<file path="src/rtl/decode_pkg.sv">
// Shared types and constants for the RV32I(M) decode stage.
package decode_pkg;

  localparam logic [6:0] OP_LUI   = 7'b0110111;
  localparam logic [6:0] OP_AUIPC = 7'b0010111;
  localparam logic [6:0] OP_JAL   = 7'b1101111;
  localparam logic [6:0] OP_JALR  = 7'b1100111;
  localparam logic [6:0] OP_BR    = 7'b1100011;
  localparam logic [6:0] OP_LOAD  = 7'b0000011;
  localparam logic [6:0] OP_STORE = 7'b0100011;
  localparam logic [6:0] OP_IMM   = 7'b0010011;
  localparam logic [6:0] OP_REG   = 7'b0110011;

  localparam logic [6:0] FUNCT7_BASE = 7'h00;
  localparam logic [6:0] FUNCT7_ALT  = 7'h20;
  localparam logic [6:0] FUNCT7_MEXT = 7'h01;

  typedef enum logic [2:0] {
    alu_add, alu_sll, alu_sra, alu_sub, alu_xor, alu_srl, alu_or, alu_and
  } alu_ops_t;

  typedef enum logic [2:0] {
    cmp_beq = 3'b000, cmp_bne = 3'b001, cmp_blt = 3'b100,
    cmp_bge = 3'b101, cmp_bltu = 3'b110, cmp_bgeu = 3'b111
  } branch_funct3_t;

  typedef enum logic [2:0] {
    md_mul, md_mulh, md_mulhsu, md_mulhu, md_div, md_divu, md_rem, md_remu
  } md_funct3_t;

  typedef enum logic [1:0] {pcmux_pc_plus4, pcmux_alu_out, pcmux_alu_mod2} pcmux_t;
  typedef enum logic       {a1_rs1_out, a1_pc_out} alumux1_t;
  typedef enum logic [2:0] {a2_i_imm, a2_u_imm, a2_b_imm, a2_s_imm, a2_j_imm, a2_rs2_out} alumux2_t;
  typedef enum logic       {cmp_rs2_out, cmp_i_imm} cmpmux_t;
  typedef enum logic [3:0] {
    rf_alu_out, rf_br_en, rf_u_imm, rf_lw, rf_pc_plus4, rf_lb, rf_lbu, rf_lh, rf_lhu
  } regfilemux_t;

  typedef struct packed {
    logic [6:0]     opcode;
    alu_ops_t       aluop;
    branch_funct3_t cmpop;
    logic [2:0]     funct3;
    logic [6:0]     funct7;
    logic           load_regfile;
    logic           mem_read;
    logic           mem_write;
    pcmux_t         pcmux;
    alumux1_t       alumux1;
    alumux2_t       alumux2;
    cmpmux_t        cmpmux;
    regfilemux_t    regfilemux;
    logic [4:0]     rd;
  } rv32i_control_word_t;

  typedef struct packed {
    rv32i_control_word_t ctrl;
    logic [4:0]  rs1;
    logic [4:0]  rs2;
    logic        uses_rs1;
    logic        uses_rs2;
    logic        rd_wr;
    logic        illegal;
    logic        is_muldiv;
    logic [2:0]  md_op;
    logic [31:0] pc_rdata;
    logic [31:0] pc_wdata;
    logic [31:0] instruction;
    logic        trap;
  } decode_word_t;

endpackage

</file>
<file path="src/rtl/decode_comb.sv">
// Combinational RV32I(M) decoder: raw instruction + pc -> decode word.
module decode_comb
  import decode_pkg::*;
#(
  parameter int EN_MEXT = 0
) (
  input  logic [31:0]  instr_i,
  input  logic [31:0]  pc_i,
  output decode_word_t word_o
);

  logic [6:0] opcode;
  logic [2:0] funct3;
  logic [6:0] funct7;

  assign opcode = instr_i[6:0];
  assign funct3 = instr_i[14:12];
  assign funct7 = instr_i[31:25];

  // Field defaults first, then per-opcode overrides; illegal entries are scrubbed of side effects.
  always_comb begin
    word_o                   = '0;
    word_o.ctrl.opcode       = opcode;
    word_o.ctrl.funct3       = funct3;
    word_o.ctrl.funct7       = funct7;
    word_o.ctrl.aluop        = alu_ops_t'(funct3);
    word_o.ctrl.cmpop        = branch_funct3_t'(funct3);
    word_o.ctrl.pcmux        = pcmux_pc_plus4;
    word_o.ctrl.alumux1      = a1_rs1_out;
    word_o.ctrl.alumux2      = a2_i_imm;
    word_o.ctrl.cmpmux       = cmp_rs2_out;
    word_o.ctrl.regfilemux   = rf_alu_out;
    word_o.ctrl.rd           = instr_i[11:7];
    word_o.rs1               = instr_i[19:15];
    word_o.rs2               = instr_i[24:20];
    word_o.uses_rs1          = 1'b1;
    word_o.pc_rdata          = pc_i;
    word_o.pc_wdata          = pc_i + 32'd4;
    word_o.instruction       = instr_i;

    unique case (opcode)
      OP_BR: begin
        word_o.ctrl.alumux1 = a1_pc_out;
        word_o.ctrl.alumux2 = a2_b_imm;
        word_o.ctrl.aluop   = alu_add;
        word_o.uses_rs2     = 1'b1;
        if (funct3 == 3'b010 || funct3 == 3'b011) word_o.illegal = 1'b1;
      end
      OP_LOAD: begin
        word_o.ctrl.aluop        = alu_add;
        word_o.ctrl.mem_read     = 1'b1;
        word_o.ctrl.load_regfile = 1'b1;
        unique case (funct3)
          3'b000:  word_o.ctrl.regfilemux = rf_lb;
          3'b001:  word_o.ctrl.regfilemux = rf_lh;
          3'b010:  word_o.ctrl.regfilemux = rf_lw;
          3'b100:  word_o.ctrl.regfilemux = rf_lbu;
          3'b101:  word_o.ctrl.regfilemux = rf_lhu;
          default: word_o.illegal = 1'b1;
        endcase
      end
      OP_STORE: begin
        word_o.ctrl.aluop     = alu_add;
        word_o.ctrl.alumux2   = a2_s_imm;
        word_o.ctrl.mem_write = 1'b1;
        word_o.uses_rs2       = 1'b1;
        if (funct3 > 3'b010) word_o.illegal = 1'b1;
      end
      OP_LUI: begin
        word_o.ctrl.load_regfile = 1'b1;
        word_o.ctrl.regfilemux   = rf_u_imm;
        word_o.uses_rs1          = 1'b0;
      end
      OP_AUIPC: begin
        word_o.ctrl.load_regfile = 1'b1;
        word_o.ctrl.aluop        = alu_add;
        word_o.ctrl.alumux1      = a1_pc_out;
        word_o.ctrl.alumux2      = a2_u_imm;
        word_o.uses_rs1          = 1'b0;
      end
      OP_JAL: begin
        word_o.ctrl.load_regfile = 1'b1;
        word_o.ctrl.aluop        = alu_add;
        word_o.ctrl.pcmux        = pcmux_alu_out;
        word_o.ctrl.alumux1      = a1_pc_out;
        word_o.ctrl.alumux2      = a2_j_imm;
        word_o.ctrl.regfilemux   = rf_pc_plus4;
        word_o.uses_rs1          = 1'b0;
      end
      OP_JALR: begin
        word_o.ctrl.load_regfile = 1'b1;
        word_o.ctrl.aluop        = alu_add;
        word_o.ctrl.pcmux        = pcmux_alu_mod2;
        word_o.ctrl.regfilemux   = rf_pc_plus4;
        if (funct3 != 3'b000) word_o.illegal = 1'b1;
      end
      OP_IMM: begin
        word_o.ctrl.load_regfile = 1'b1;
        unique case (funct3)
          3'b001: if (funct7 != FUNCT7_BASE) word_o.illegal = 1'b1;
          3'b101: begin
            if (funct7 == FUNCT7_ALT) word_o.ctrl.aluop = alu_sra;
            else if (funct7 != FUNCT7_BASE) word_o.illegal = 1'b1;
          end
          3'b010: begin
            word_o.ctrl.regfilemux = rf_br_en;
            word_o.ctrl.cmpmux     = cmp_i_imm;
            word_o.ctrl.cmpop      = cmp_blt;
          end
          3'b011: begin
            word_o.ctrl.regfilemux = rf_br_en;
            word_o.ctrl.cmpmux     = cmp_i_imm;
            word_o.ctrl.cmpop      = cmp_bltu;
          end
          default: ;
        endcase
      end
      OP_REG: begin
        word_o.ctrl.load_regfile = 1'b1;
        word_o.ctrl.alumux2      = a2_rs2_out;
        word_o.uses_rs2          = 1'b1;
        if (funct7 == FUNCT7_BASE) begin
          if (funct3 == 3'b010 || funct3 == 3'b011) begin
            word_o.ctrl.regfilemux = rf_br_en;
            word_o.ctrl.cmpop      = (funct3 == 3'b010) ? cmp_blt : cmp_bltu;
          end
        end else if (funct7 == FUNCT7_ALT) begin
          if (funct3 == 3'b000) word_o.ctrl.aluop = alu_sub;
          else if (funct3 == 3'b101) word_o.ctrl.aluop = alu_sra;
          else word_o.illegal = 1'b1;
        end else if (funct7 == FUNCT7_MEXT && EN_MEXT != 0) begin
          word_o.is_muldiv = 1'b1;
          word_o.md_op     = funct3;
        end else begin
          word_o.illegal = 1'b1;
        end
      end
      default: word_o.illegal = 1'b1;
    endcase

    if (word_o.illegal) begin
      word_o.ctrl.load_regfile = 1'b0;
      word_o.ctrl.mem_read     = 1'b0;
      word_o.ctrl.mem_write    = 1'b0;
      word_o.is_muldiv         = 1'b0;
    end
    word_o.rd_wr = word_o.ctrl.load_regfile & (word_o.ctrl.rd != 5'd0);
    word_o.trap  = word_o.illegal;
  end

endmodule

</file>
<file path="src/rtl/decode_stage.sv">
// Registered decode stage: decoder feeding a DEPTH-entry FIFO with valid/ready, flush and retire order.
module decode_stage
  import decode_pkg::*;
#(
  parameter int EN_MEXT = 0,
  parameter int DEPTH   = 2,
  parameter int ORDER_W = 64
) (
  input  logic               clk,
  input  logic               rst,
  input  logic               in_valid,
  output logic               in_ready,
  input  logic [31:0]        in_instr,
  input  logic [31:0]        in_pc,
  input  logic               flush,
  output logic               out_valid,
  input  logic               out_ready,
  output decode_word_t       out_word,
  output logic [ORDER_W-1:0] out_order
);

  localparam int PTR_W = (DEPTH > 1) ? $clog2(DEPTH) : 1;
  localparam int CNT_W = $clog2(DEPTH + 1);
  localparam logic [CNT_W-1:0] DEPTH_C  = CNT_W'(DEPTH);
  localparam logic [PTR_W-1:0] PTR_LAST = PTR_W'(DEPTH - 1);

  decode_word_t       dec_word;
  decode_word_t       mem_q [DEPTH];
  logic [PTR_W-1:0]   rd_ptr_q, rd_ptr_d, wr_ptr_q, wr_ptr_d;
  logic [CNT_W-1:0]   count_q, count_d;
  logic [ORDER_W-1:0] order_q, order_d;
  logic               push, pop;

  decode_comb #(.EN_MEXT(EN_MEXT)) u_decode (
    .instr_i (in_instr),
    .pc_i    (in_pc),
    .word_o  (dec_word)
  );

  assign out_valid = (count_q != '0);
  assign in_ready  = ~rst & ((count_q < DEPTH_C) | (out_valid & out_ready));
  assign pop       = out_valid & out_ready;
  assign push      = in_valid & in_ready & ~flush;
  assign out_word  = out_valid ? mem_q[rd_ptr_q] : '0;
  assign out_order = order_q;

  // Next-state for pointers, occupancy and retire order; flush empties the buffer but a pop still retires.
  always_comb begin
    rd_ptr_d = rd_ptr_q;
    wr_ptr_d = wr_ptr_q;
    count_d  = count_q;
    order_d  = order_q + ORDER_W'(pop);
    if (flush) begin
      rd_ptr_d = '0;
      wr_ptr_d = '0;
      count_d  = '0;
    end else begin
      if (pop)  rd_ptr_d = (rd_ptr_q == PTR_LAST) ? '0 : rd_ptr_q + 1'b1;
      if (push) wr_ptr_d = (wr_ptr_q == PTR_LAST) ? '0 : wr_ptr_q + 1'b1;
      if (push && !pop) count_d = count_q + 1'b1;
      else if (pop && !push) count_d = count_q - 1'b1;
    end
  end

  // Control state register with synchronous reset.
  always_ff @(posedge clk) begin
    if (rst) begin
      rd_ptr_q <= '0;
      wr_ptr_q <= '0;
      count_q  <= '0;
      order_q  <= '0;
    end else begin
      rd_ptr_q <= rd_ptr_d;
      wr_ptr_q <= wr_ptr_d;
      count_q  <= count_d;
      order_q  <= order_d;
    end
  end

  // Buffer storage; contents need no reset because occupancy gates visibility.
  always_ff @(posedge clk) begin
    if (push) mem_q[wr_ptr_q] <= dec_word;
  end

endmodule

</file>
<file path="config.mk">
export PLATFORM = sky130hd
export DESIGN_NAME = decode_stage
export DESIGN_NICKNAME = d
export VERILOG_FILES = /design/src/rtl/decode_pkg.sv /design/src/rtl/decode_comb.sv /design/src/rtl/decode_stage.sv
export SDC_FILE = /design/constraint.sdc
export NUM_CORES = 1
export LEC_CHECK = 0
export CAP_MARGIN = 20
export CORE_MARGIN = 4
export CORE_UTILIZATION = 35
export CTS_BUF_LIST = sky130_fd_sc_hd__clkbuf_8
export DETAILED_ROUTE_END_ITERATION = 10
export GPL_TIMING_DRIVEN = 0
export PLACE_DENSITY_LB_ADDON = 0.25
export SYNTH_ARGS = -nofsm -noshare
export SYNTH_HDL_FRONTEND = slang
export SYNTH_SLANG_ARGS = --single-unit
</file>
<file path="constraint.sdc">
create_clock -name clk -period 11.4 [get_ports clk]
set_input_delay 1.71 -clock clk [delete_from_list [all_inputs] [get_ports clk]]
set_output_delay 1.71 -clock clk [all_outputs]
set_load 0.01 [all_outputs]
</file>
# Yosys cells after proc, flatten, opt, wreduce, memory -nomap -nowiden
# Memory sizes are Yosys's and may differ from the RTL's. A register that Yosys moved wholly into a read port is not among the register bits.
# Cells that the tools add are included.
[op_classes]
add_sub_neg = 6
n_lt_le_gt_ge = 2
eq_ne = 15
mux = 48
bitwise = 8
reduce_logical = 21
[ops]
columns = ["operator", "n"]
rows = [
  ["157-bit two-way mux", 1],
  ["64-bit by 1-bit adder with 64-bit output", 1],
  ["4-bit case mux with 5 select lines", 2],
  ["32-bit by 3-bit adder with 32-bit output (second input constant)", 1],
  ["7-bit by 6-bit equality test with 1-bit output (second input constant)", 4],
  ["3-bit two-way mux", 9],
  ["1-bit two-way mux", 24],
  ["7-bit equality test (second input constant)", 3],
  ["3-bit case mux with 5 select lines", 1],
  ["7-bit by 5-bit equality test with 1-bit output (second input constant)", 2],
  ["3-bit case mux with 2 select lines", 2],
  ["3-bit case mux with 3 select lines", 1],
  ["3-bit OR reduction", 3],
  ["7-bit by 2-bit equality test with 1-bit output (second input constant)", 1],
  ["7-bit logical NOT", 1],
  ["1-bit case mux with 7 select lines", 1],
  ["7-bit nonzero test", 1],
  ["7-bit OR reduction", 1],
  ["3-bit by 2-bit equality test with 1-bit output (second input constant)", 2],
  ["3-bit equality test (second input constant)", 2],
  ["2-bit two-way mux", 3],
  ["2-bit OR reduction", 3],
  ["6-bit OR reduction", 1],
  ["1-bit AND", 5],
  ["20 further kinds", 25],
]
[totals]
reg_bits = 68
ramBits = 306
in_bits = 69
out_inout_bits = 223
wordCells = 105
n_memories = 1
[mem_list]
columns = ["name", "depth", "width", "read_ports", "rd_ports_with_merged_regs", "wr", "line", "source"]
rows = [
  ["mem_q", 2, 153, 1, 1, 1, "decode_stage.sv:28", "decode_word_t mem_q [DEPTH];"],
]

# Logic depth before layout (Yosys ltp)
[depth]
ltp_word = 10
mapped_depth = 12
ltp_nobuf = 11

# By module
# A second synthesis with hierarchy kept.
[hier_totals]
cells_unflattened = 1346
hier_area_um2 = 16968.8
[by_module_without_submodules]
columns = ["module", "instances", "cells_per_inst", "area_each_um2", "seq_area_each_um2"]
rows = [
  ["decode_stage", 1, 1053, 15060.7, 10810.4],
  ["decode_comb", 1, 293, 1908.1, 0.0],
]

# Worst setup path before layout
# No wires, ideal clock.
[synth_path]
kind = "in2reg"
from = "in rst"
to = "mem mem_q[0][100] in the netlist's numbering (enable)"
setup_time_ps = 610
t_arrival_ps = 7391
t_required_ps = 10790
slack_ps = 3398
cell_stages = 4
n_path_buf = 1
cell_sequence = "clkbuf_1 > nor2_1 > and3_1 > nor2b_1"
[synth_between]
elab_chain_cells = 6
[synth_lines]
columns = ["element", "line", "source"]
rows = [
  ["start, declared", "decode_stage.sv:10", "input logic rst,"],
  ["1-bit inverter", "decode_stage.sv:41", "assign in_ready = ~rst & ((count_q < DEPTH_C) | (out_valid & out_ready));"],
  ["1-bit AND", "decode_stage.sv:41", ""],
  ["1-bit AND (2 in a row)", "decode_stage.sv:43", "assign push = in_valid & in_ready & ~flush;"],
  ["named net push", "decode_stage.sv:32", "logic push, pop;"],
  ["1-bit two-way mux", "decode_stage.sv:82", "if (push) mem_q[wr_ptr_q] <= dec_word;"],
  ["1-bit two-way mux (implied by the code)", "decode_stage.sv:82", ""],
  ["end, declared", "decode_stage.sv:28", ""],
]
# The timed path passes the listed nets, and every way through them passes these cells.

==> metrics.yaml <==
clockBufferDepth: 3
slowest_delay_ns: 0.64
synth.avg_cell_area_sq_um: 12.2
drt_wl_total_um: 35200
status: "completed"
rsz0062_at_grt: "no"
p_clk_frac: 0.382
yosys-top-cells-count: "edfxtp_1 (236), nor2_1 (185), mux2i_1 (118)"
fp.dieW_um: 204
fp.dieH_um: 204
netlist.area_leader.share: 0.529
htreeDepth: 2
max_slew.worst_pin.slew_ns: 1.06
crit_buf_inv: 5
p_seq_frac: 0.533
grt.overflow.total: 0
root_buffer: "clkbuf_8"
holdPathStages: 2
finalMaxSlewViolations: 0
ys.warnings.count: 0
area_growth_pct: 34.3
cp_max_fo: 10
finClkSkew_ns: 0.0323
yosys-top-cells-area: "edfxtp_1 (53%), dfxtp_1 (10%), mux2i_1 (8.8%)"
worst_slew_margin_rel: 0.290
io_pins: 292
slowest_stage: "clkbuf_1"
firstDrtPassIters: 4
synth_area_sq_um: 13400
critPathLaunchType: "register"
wl_per_cell_um: 17.6
grt_pass1_vias: 9530
cts_tree: "yes"
die_area_sq_um: 41500
drive_gt1_frac: 0.0848
fmaxAchievable_mhz: 189
reg2reg_to: "out_order[60]"
power.density_nw_per_um2: 127
place.gp.congestion: 0.846
period_needed_ns: 5.28
cts_inserted_buffers: 52
grt_max_degree: 57
yosys.area.top_type: "edfxtp_1"
r2r_cells: 11
num_vias: 9616
min_path_type: "reg -> reg"
synth_edf_count: 236
drc: 0
postCtsSetupRepairBufs: 0
switching_share: 0.238
nNetsFinal: 1516
start_util: 0.355
total_power_mw: 2.28
grt_use_total: 0.165
min-delay-start: "out_order[57]"
rows: 71
numClockSinks: 305
maxCapViolations: 0
internal_power_mw: 1.74
whs_endpoint: "out_order[57]"
final_util: 0.477
yosys.cell_count.top_type: "edfxtp_1"
vdd_ir_drop_max_mv: 0.0834
cts_hold_buf: 0
clk_latency_ns: 0.62
crit_type: "reg -> out"
clk_pin_slew_ns: 0.06
critPathRequiredTime_ns: 9.69
yosysUniqueCellTypes: 60
syn_inst: 1094
power.leakage_nw: 5.87
synth_flop_cell: "edfxtp_1"
fin_crit_sh: 0.463
cts.repair.resized: 0
hold_viol: 0
synth-async-reset-ratio: 0
ant_nets: 0
power_frac_comb: 0.085
vias_per_cell: 4.82
critPathTopFamily: "buffers and inverters"
grt_first_pass_wirelength_um: 53800
ys_ff_latch: 305
ys_seq_area_frac: 0.632
detail_route.iter0.violations: 459
dp_hpwl_um: 25100
power_switching_uw: 543
arrival_ns: 3.57
antenna_found_initial: 1
finalSetupViolations: 0
ff2ff_setup_slack_ns: 8.49
worstSetupEndpointType: "output port"
io_buffer_count: 286
r2r_start: "count_q[1]"
core_region_area_sq_um: 37800
path_cells: "nor2_1, clkbuf_1, clkbuf_1, buf_1, nor2_1, buf_4, clkdlybuf4s50_1"
## per-layer routing
| metal | routed length [um] | track usage |
|---|---|---|
| met1 | 15500 | 0.217 |
| met3 | 2170 | 0.0445 |
| met5 | 0 | 0 |
| met2 | 16500 | 0.263 |
| met4 | 1050 | 0.0588 |
## area by class of cell
| cell class | count | area, sq um |
|---|---|---|
| Antenna cell | 1 | 2.50 |
| Clock inverter | 43 | 195 |
| Inverter | 20 | 75.1 |
| Sequential cell | 305 | 8470 |
| Tap cell | 511 | 639 |
| Timing Repair Buffer | 292 | 3010 |
| Multi-Input combinational cell | 683 | 4390 |
| Buffer | 89 | 490 |
| Fill cell | 3472 | 19800 |
| Clock buffer | 53 | 729 |
## power by group through the flow
stage / Combinational (mW) / Sequential (mW) / Clock (mW)
4_1_cts: 0.196 / 1.22 / 0.911
5_1_grt: 0.210 / 1.22 / 0.961
2_1_floorplan: 0.0835 / 1.24 / 0
6_report: 0.193 / 1.22 / 0.874
3_3_place_gp: 0.189 / 1.24 / 0
3_5_place_dp: 0.195 / 1.24 / 0
## tightest hold or removal path, cell delays in order, from the launching register on
cell and delay (ns):
dfxtp_1 0.34, o31ai_1 0.07, a21oi_1 0.06
## worst max-delay path by stage
| stage | startpoint | to | slack [ns] | cells after the start |
|---|---|---|---|---|
| final | count_q[1] | out_word[154] | 6.12 | 7 |
| after global placement | flush | mem_q[0][101] | -0.31 | 4 |
| after detailed placement | rst | in_ready | 6.47 | 4 |
| after global routing | register | out_word[154] | 5.79 | 7 |
| after floorplan | rst | mem_q[0][100] | 3.40 | 4 |
| after CTS | register | out_word[154] | 5.92 | 7 |
## flip-flops by register name, summed over array words and instances, names as in the netlist, named ones only
signal and count:
out_order 64, count_q 2, rd_ptr_q 1, mem_q 236, wr_ptr_q 1
## cell families after synthesis
group	after synthesis	synth area share
adders and majority gates	4	0.00374
AOI/OAI and AO/OA	85	0.0373
buffers and inverters	109	0.0422
xor gates and xnor gates	70	0.0458
muxes	119	0.0890
other	1	0.000280
DFF	305	0.632
and+or+nand+nor	401	0.150
## per-stage QoR
stage	hold slack [ns]	setup TNS [ns]	std cells	worst slack, ns	cell area [sq um]
finish	0.512	0	1997	6.12	18000
global placement	0.484	-35.88	1894	-0.314	16900
detailed placement	0.497	0	1900	6.47	17100
CTS	0.504	0	1996	5.92	18000
global route	0.536	0	1997	5.79	18000
floorplan	0.508	0	1097	3.40	13400
## layout by cell type, fill, tap and decap left out, types with 3 or more instances in the layout
| master | count |
|---|---|
| o21ai_0 | 26 |
| edfxtp_1 | 236 |
| dfxtp_1 | 69 |
| nor2_1 | 185 |
| nand3_1 | 38 |
| nor4_2 | 4 |
| o21a_1 | 3 |
| nor2b_1 | 9 |
| or3_1 | 18 |
| buf_12 | 3 |
| xnor2_1 | 35 |
| ha_1 | 4 |
| clkbuf_8 | 53 |
| nor4_1 | 8 |
| clkbuf_1 | 34 |
| or4_1 | 8 |
| o31ai_1 | 6 |
| nand2b_1 | 5 |
| clkinv_1 | 14 |
| and2_1 | 3 |
| mux2i_1 | 118 |
| a21oi_1 | 32 |
| clkinv_2 | 3 |
| buf_4 | 39 |
| nand4_1 | 29 |
| clkdlybuf4s50_1 | 286 |
| conb_1 | 4 |
| buf_16 | 3 |
| xor2_1 | 35 |
| inv_1 | 43 |
| nor3_1 | 14 |
| buf_1 | 13 |
| a31oi_1 | 3 |
| and3_1 | 17 |
| and4_1 | 4 |
| or2_2 | 3 |
| nand2_1 | 41 |
Power figures use the tool's default switching activity.
==> edit 1: new RTL, same settings <==
The parameter `ORDER_W` goes from 64 to 32.
--- a/src/rtl/decode_stage.sv
+++ b/src/rtl/decode_stage.sv
@@ -5,5 +5,5 @@
   parameter int EN_MEXT = 0,
   parameter int DEPTH   = 2,
-  parameter int ORDER_W = 64
+  parameter int ORDER_W = 32
 ) (
   input  logic               clk,
Ports: changed (resized out_order); port bits go from 292 to 260. The function was not compared with the original's and may differ.
==> edit 1 against the unedited design <==
- area after synthesis fell by 11%
- largest cell class unchanged
- sequential cell count fell by 32
- synthesized cell count fell by 17%
- final area fell by 10%
- worst setup slack improved by 390 ps
- sequential power fell by 9%
- fmax rose by 7.9%
- power fell by 5.0%
- critical endpoint is now in_ready
- routed wire length fell by 18%
- global-route usage fell by 1.3 points
==> edit 1: results (changes against the unedited design) <==
[run_status]
outcome = completed

[cells_and_area]
drive_gt1_share_pct = 11.6  ; +3.1 points
top_register = mem_q
nNetsFinal = 1292  ; -15%
antennaDiodeCount = 0  ; -1
largest_reg_flops = 236  ; unchanged
nFillCells = 3058  ; -12%

[cts]
cts_setup_buffers = 0  ; unchanged
clockBufferDepth = 3  ; unchanged
clkLatencyLatePin_ps = 540  ; -80 ps
cts_root_buf = clkbuf_8
cts_resized = 0  ; unchanged
clkSlewWorstSetupHoldPaths_ps = 60  ; about the same
cts_buffers = 47  ; -9.6%

[place]
portBuffers = 255  ; -11%
gp_congestion = 0.825  ; -2.4%
dpl.hpwl_mm = 20.6  ; -18%

[pwr]
p_leak_nw = 5.43  ; -7.6%
p_sw_mw = 0.491  ; -9.6%
ir_drop_mv = 0.0767  ; -8.0%

[sta]
slew-limit-headroom_pct = 38.5  ; +9.5 points
clock_skew_ps = 20.2  ; -12.1 ps

[logic_synthesis]
yosys_warnings = 0  ; unchanged
synth.yosys.seq_area_share_pct = 65.5  ; +2.3 points
synth_edf_count = 236  ; unchanged
ys_top_cells_by_count = edfxtp_1 (236), nor2_1 (172), mux2i_1 (119)
synth.distinct_cells = 55  ; -8.3%
async_reset_ff_share_pct = 0  ; unchanged
synth_area_leaders = edfxtp_1 (59%), mux2i_1 (10%), dfxtp_1 (6.2%), nor2_1 (5.4%), buf_4 (2.6%)

[routing]
drt_iter0_markers = 575  ; +25%
wl_per_cell_um = 17.0  ; -3.7%
first_pass_iters = 6  ; +2
dr_total_vias = 7950  ; -17%

[grt]
antenna_found_initial = 1  ; unchanged
track_usage_pct = 15.2  ; -1.3 points
grt_pass1_wl_mm = 44.1  ; -18%
grt_max_degree = 52  ; -8.8%
grt_pass1_vias = 7834  ; -18%

[critical_path]
reg2reg_depth = 11  ; unchanged
r2r-end = out_order[12]
slowest_stage = clkdlybuf4s50_1
crit_fanout = 10  ; unchanged
critPathArrivalTime_ps = 3180  ; -390 ps
rrSetupSlack_ps = 9230  ; +740 ps
r2r-start = count_q[0]
cp_slowest_stage_delay_ps = 520  ; -120 ps

[worst_hold_path]
min_from = out_order[31]
hold_depth = 2  ; unchanged
hold_path_end = out_order[31]

edit 1: worst max-delay path by stage:
stage | from | endpoint | slack, ps | cells past startpoint
detailed placement | rst | in_ready | 6490 | 4
finish | rst | in_ready | 6510 | 4
global placement | flush | mem_q[0][130] | -660 | 4
global route | count_q[0] | out_word[136] | 6250 | 7
CTS | count_q[1] | out_word[136] | 6350 | 7
floorplan | out_ready | mem_q[0][100] | 3570 | 3
edit 1: cells by family after synthesis:
logic type	after synthesis	synth area share (%)
other	1	0.0314
DFF	273	65.5
buffers and inverters	88	4.28
muxes	119	9.97
AOI/OAI and AO/OA	38	2.13
xor gates and xnor gates	63	4.62
adders and majority gates	4	0.419
and+or+nand+nor	319	13.0
edit 1: critical path, delay by kind of cell:
kind	cells	cell delay, ps
buf+inv	3	1380
simple gates	1	80
edit 1: area by class of cell:
type                            instances  area, um^2  share of cell area [%]
Tap cell                              448         561                    3.46
Buffer                                 80         482                    2.98
Clock inverter                         36         230                    1.42
Clock buffer                           51         702                    4.34
Timing Repair Buffer                  262        2720                    16.8
Sequential cell                       273        7830                    48.4
Multi-Input combinational cell        547        3620                    22.4
Inverter                                8        30.0                   0.186
edit 1: power groups by stage:
| stage | clock network [mW] | registers [mW] | logic (mW) |
|---|---|---|---|
| floorplan | 0 | 1.13 | 0.0834 |
| global placement | 0 | 1.13 | 0.189 |
| detailed placement | 0 | 1.13 | 0.195 |
| CTS | 0.904 | 1.11 | 0.196 |
| global route | 0.950 | 1.11 | 0.210 |
| finish | 0.871 | 1.11 | 0.193 |
edit 1: per-stage QoR:
step / std cells / instance area (um^2) / worst slack (ps) / hold slack [ps]
after floorplan: 908 / 12000 / 3570 / 518
after global placement: 1611 / 15100 / -663 / 492
after detailed placement: 1618 / 15200 / 6490 / 504
after CTS: 1705 / 16200 / 6350 / 518
after global routing: 1705 / 16200 / 6250 / 574
final: 1705 / 16200 / 6510 / 508
edit 1: metal layers:
metal | wire length, um | vias to the layer above | track usage (%)
met3 | 1730 | 45 | 3.15
met5 | 0 | - | 0
met1 | 13000 | 3766 | 20.7
met2 | 13600 | 265 | 24.5
met4 | 575 | 0 | 4.36
li1 | - | 3874 | -
==> edit 2: new RTL, config.mk and constraints unchanged <==
Made on the original files. Reset style: asynchronous (`rst`), changed in one clocked block. Comments in the files are not updated.
--- a/src/rtl/decode_stage.sv
+++ b/src/rtl/decode_stage.sv
@@ -64,5 +64,5 @@
 
   // Control state register with synchronous reset.
-  always_ff @(posedge clk) begin
+  always_ff @(posedge clk or posedge rst) begin
     if (rst) begin
       rd_ptr_q <= '0;
Formal check against the unedited RTL: differs if rst is asserted again (counterexample within 4 cycles, from zero or initial values and one cycle with rst high); with rst held inactive, the same outputs for 4 cycles.
==> edit 2 against the unedited design <==
- fmax increased by 4.8%
- core utilization increased by 1.0 points
- sequential cell count decreased by 1
- worst setup slack improved by 240 ps
- clock skew decreased by 15 ps
- routed wire length decreased by 4.5%
- area after synthesis decreased by 0.12%
- final area increased by 1.9%
Power is not compared: it rests on default switching activity, and its combinational part moved more than twofold at a synthesized area within 25%.
==> edit 2: results (changes against the unedited design) <==
[critical_path]
startpoint = rd_ptr_q
slowest_stage = buf_1
r2r-start = count_q[1]
cp_slowest_stage_delay_ps = 690  ; +50 ps
critPathArrivalTime_ps = 3330  ; -240 ps
crit_fanout = 10  ; unchanged
crit_family = buffers and inverters

[place]
portBuffers = 287  ; +0.35%
numPlacedInstances = 1839  ; -3.2%
placed_area_um2 = 17200  ; +0.84%
gp_congestion = 0.846  ; about the same
dpl.hpwl_mm = 24.4  ; -2.9%

[cts]
cts_setup_buffers = 0  ; unchanged
clkSlewWorstSetupHoldPaths_ps = 60  ; about the same
cts_resized = 0  ; unchanged
cts_buffers = 52  ; unchanged
clockBufferDepth = 3  ; unchanged
htree_levels = 2  ; unchanged
cts_root_buf = clkbuf_8
clkLatencyLatePin_ps = 610

[logic_synthesis]
syn-instance-count = 1018  ; -6.9%
synth.yosys.seq_area_share_pct = 65.7  ; +2.5 points
synth_edf_count = 236  ; unchanged
ys_top_cells_by_count = edfxtp_1 (236), nor2_1 (154), mux2i_1 (118)
yosys_warnings = 0  ; unchanged
yosys_most_used_dff = edfxtp_1
synth.distinct_cells = 50  ; -17%
netlist_area_um2 = 13400  ; -0.12%
async_reset_ff_share_pct = 22.4  ; +22 points
synth_area_leaders = edfxtp_1 (53%), dfrtp_1 (13%), mux2i_1 (8.8%), nor2_1 (4.3%), xor2_1 (3.3%)

[sta]
worst_slew_pin_slew_ps = 1070  ; +8.89 ps
clock_skew_ps = 17.2  ; -15.1 ps

[grt]
grt_pass1_wl_mm = 51.9  ; -3.4%
antenna_found_initial = 1  ; unchanged
grt_pass1_vias = 9338  ; -2.0%
track_usage_pct = 15.8  ; -0.69 points
grt_max_degree = 70  ; +23%

[routing]
first_pass_iters = 5  ; +1
viasPerCell = 4.69  ; -2.7%
drt_iter0_markers = 500  ; +8.9%
wl_per_cell_um = 17.3  ; -1.6%

[cells_and_area]
drive_gt1_share_pct = 11.0  ; +2.5 points
top_register = mem_q
largest_reg_flops = 236  ; unchanged
final_cells = 1938  ; -3.0%
nNetsFinal = 1455  ; -4.0%

[worst_hold_path]
min_path_type = reg -> reg
min_from = out_order[63]

[run_status]
outcome = completed

[pwr]
p_leak_nw = 6.76
ir_drop_mv = 0.0933

edit 2: cell types whose count changed after synthesis, sizes merged, moves of 16 or more:
| cell | change |
|---|---|
| a21oi | -21 |
| dfrtp | +68 |
| dfxtp | -69 |
| nand4 | -17 |
| nor2 | -31 |
| o21ai | -16 |
| or3 | -18 |
| xor2 | +16 |
edit 2: routing by layer:
layer  GRT usage (%)  part of all wire (%)  wire [um]
met1            20.7                    44      14700
met2            25.5                    47      15900
met3            4.25                   6.4       2160
met4            5.76                   2.5        839
met5               0                     0          0
edit 2: final timing paths:
check	endpoint	slack (ps)	cells after the start
setup / recovery	out_word[65]	6360	6
hold / removal	out_order[63]	480	1
setup reg to reg	mem_q[0][102]	8660	8
hold reg to reg	out_order[63]	480	1
max in group asynchronous	out_order[29]	9080	2
min in group asynchronous	out_order[5]	1740	2
edit 2: cell families after synthesis:
| family | count (synthesis) | synth area share (%) |
|---|---|---|
| adders and majority gates | 3 | 0.281 |
| AOI/OAI and AO/OA | 40 | 1.93 |
| DFF | 304 | 65.7 |
| and+or+nand+nor | 360 | 13.2 |
| xor gates and xnor gates | 95 | 6.22 |
| muxes | 118 | 8.83 |
| other | 1 | 0.0280 |
| buffers and inverters | 97 | 3.86 |
edit 2: area by class of cell:
class | count | area [um^2]
tap | 511 | 639
clock buffer | 59 | 812
antenna | 1 | 2.50
timing repair buffer | 308 | 3160
sequential | 304 | 8790
fill | 3403 | 19300
clock inverter | 38 | 302
buffer | 80 | 453
inverter | 17 | 66.3
multi-input combinational | 620 | 4100
edit 2: report_power, final:
group	switching [mW]	internal, mW
sequential	0.0139	1.23
clock	0.449	0.590
combinational	0.259	0.262
edit 2: through the flow:
step / power (mW) / utilization [%] / TNS (ps) / setup WS [ps] / hold WS (ps)
floorplan: 1.51 / - / 0 / 463 / 504
global placement: 1.79 / 44.9 / -644300 / -5470 / 460
detailed placement: 1.79 / 45.7 / 0 / 6510 / 469
CTS: 2.85 / 48.6 / 0 / 6130 / 477
global route: 2.93 / 48.7 / 0 / 6100 / 506
finish: 2.80 / 48.7 / 0 / 6360 / 478
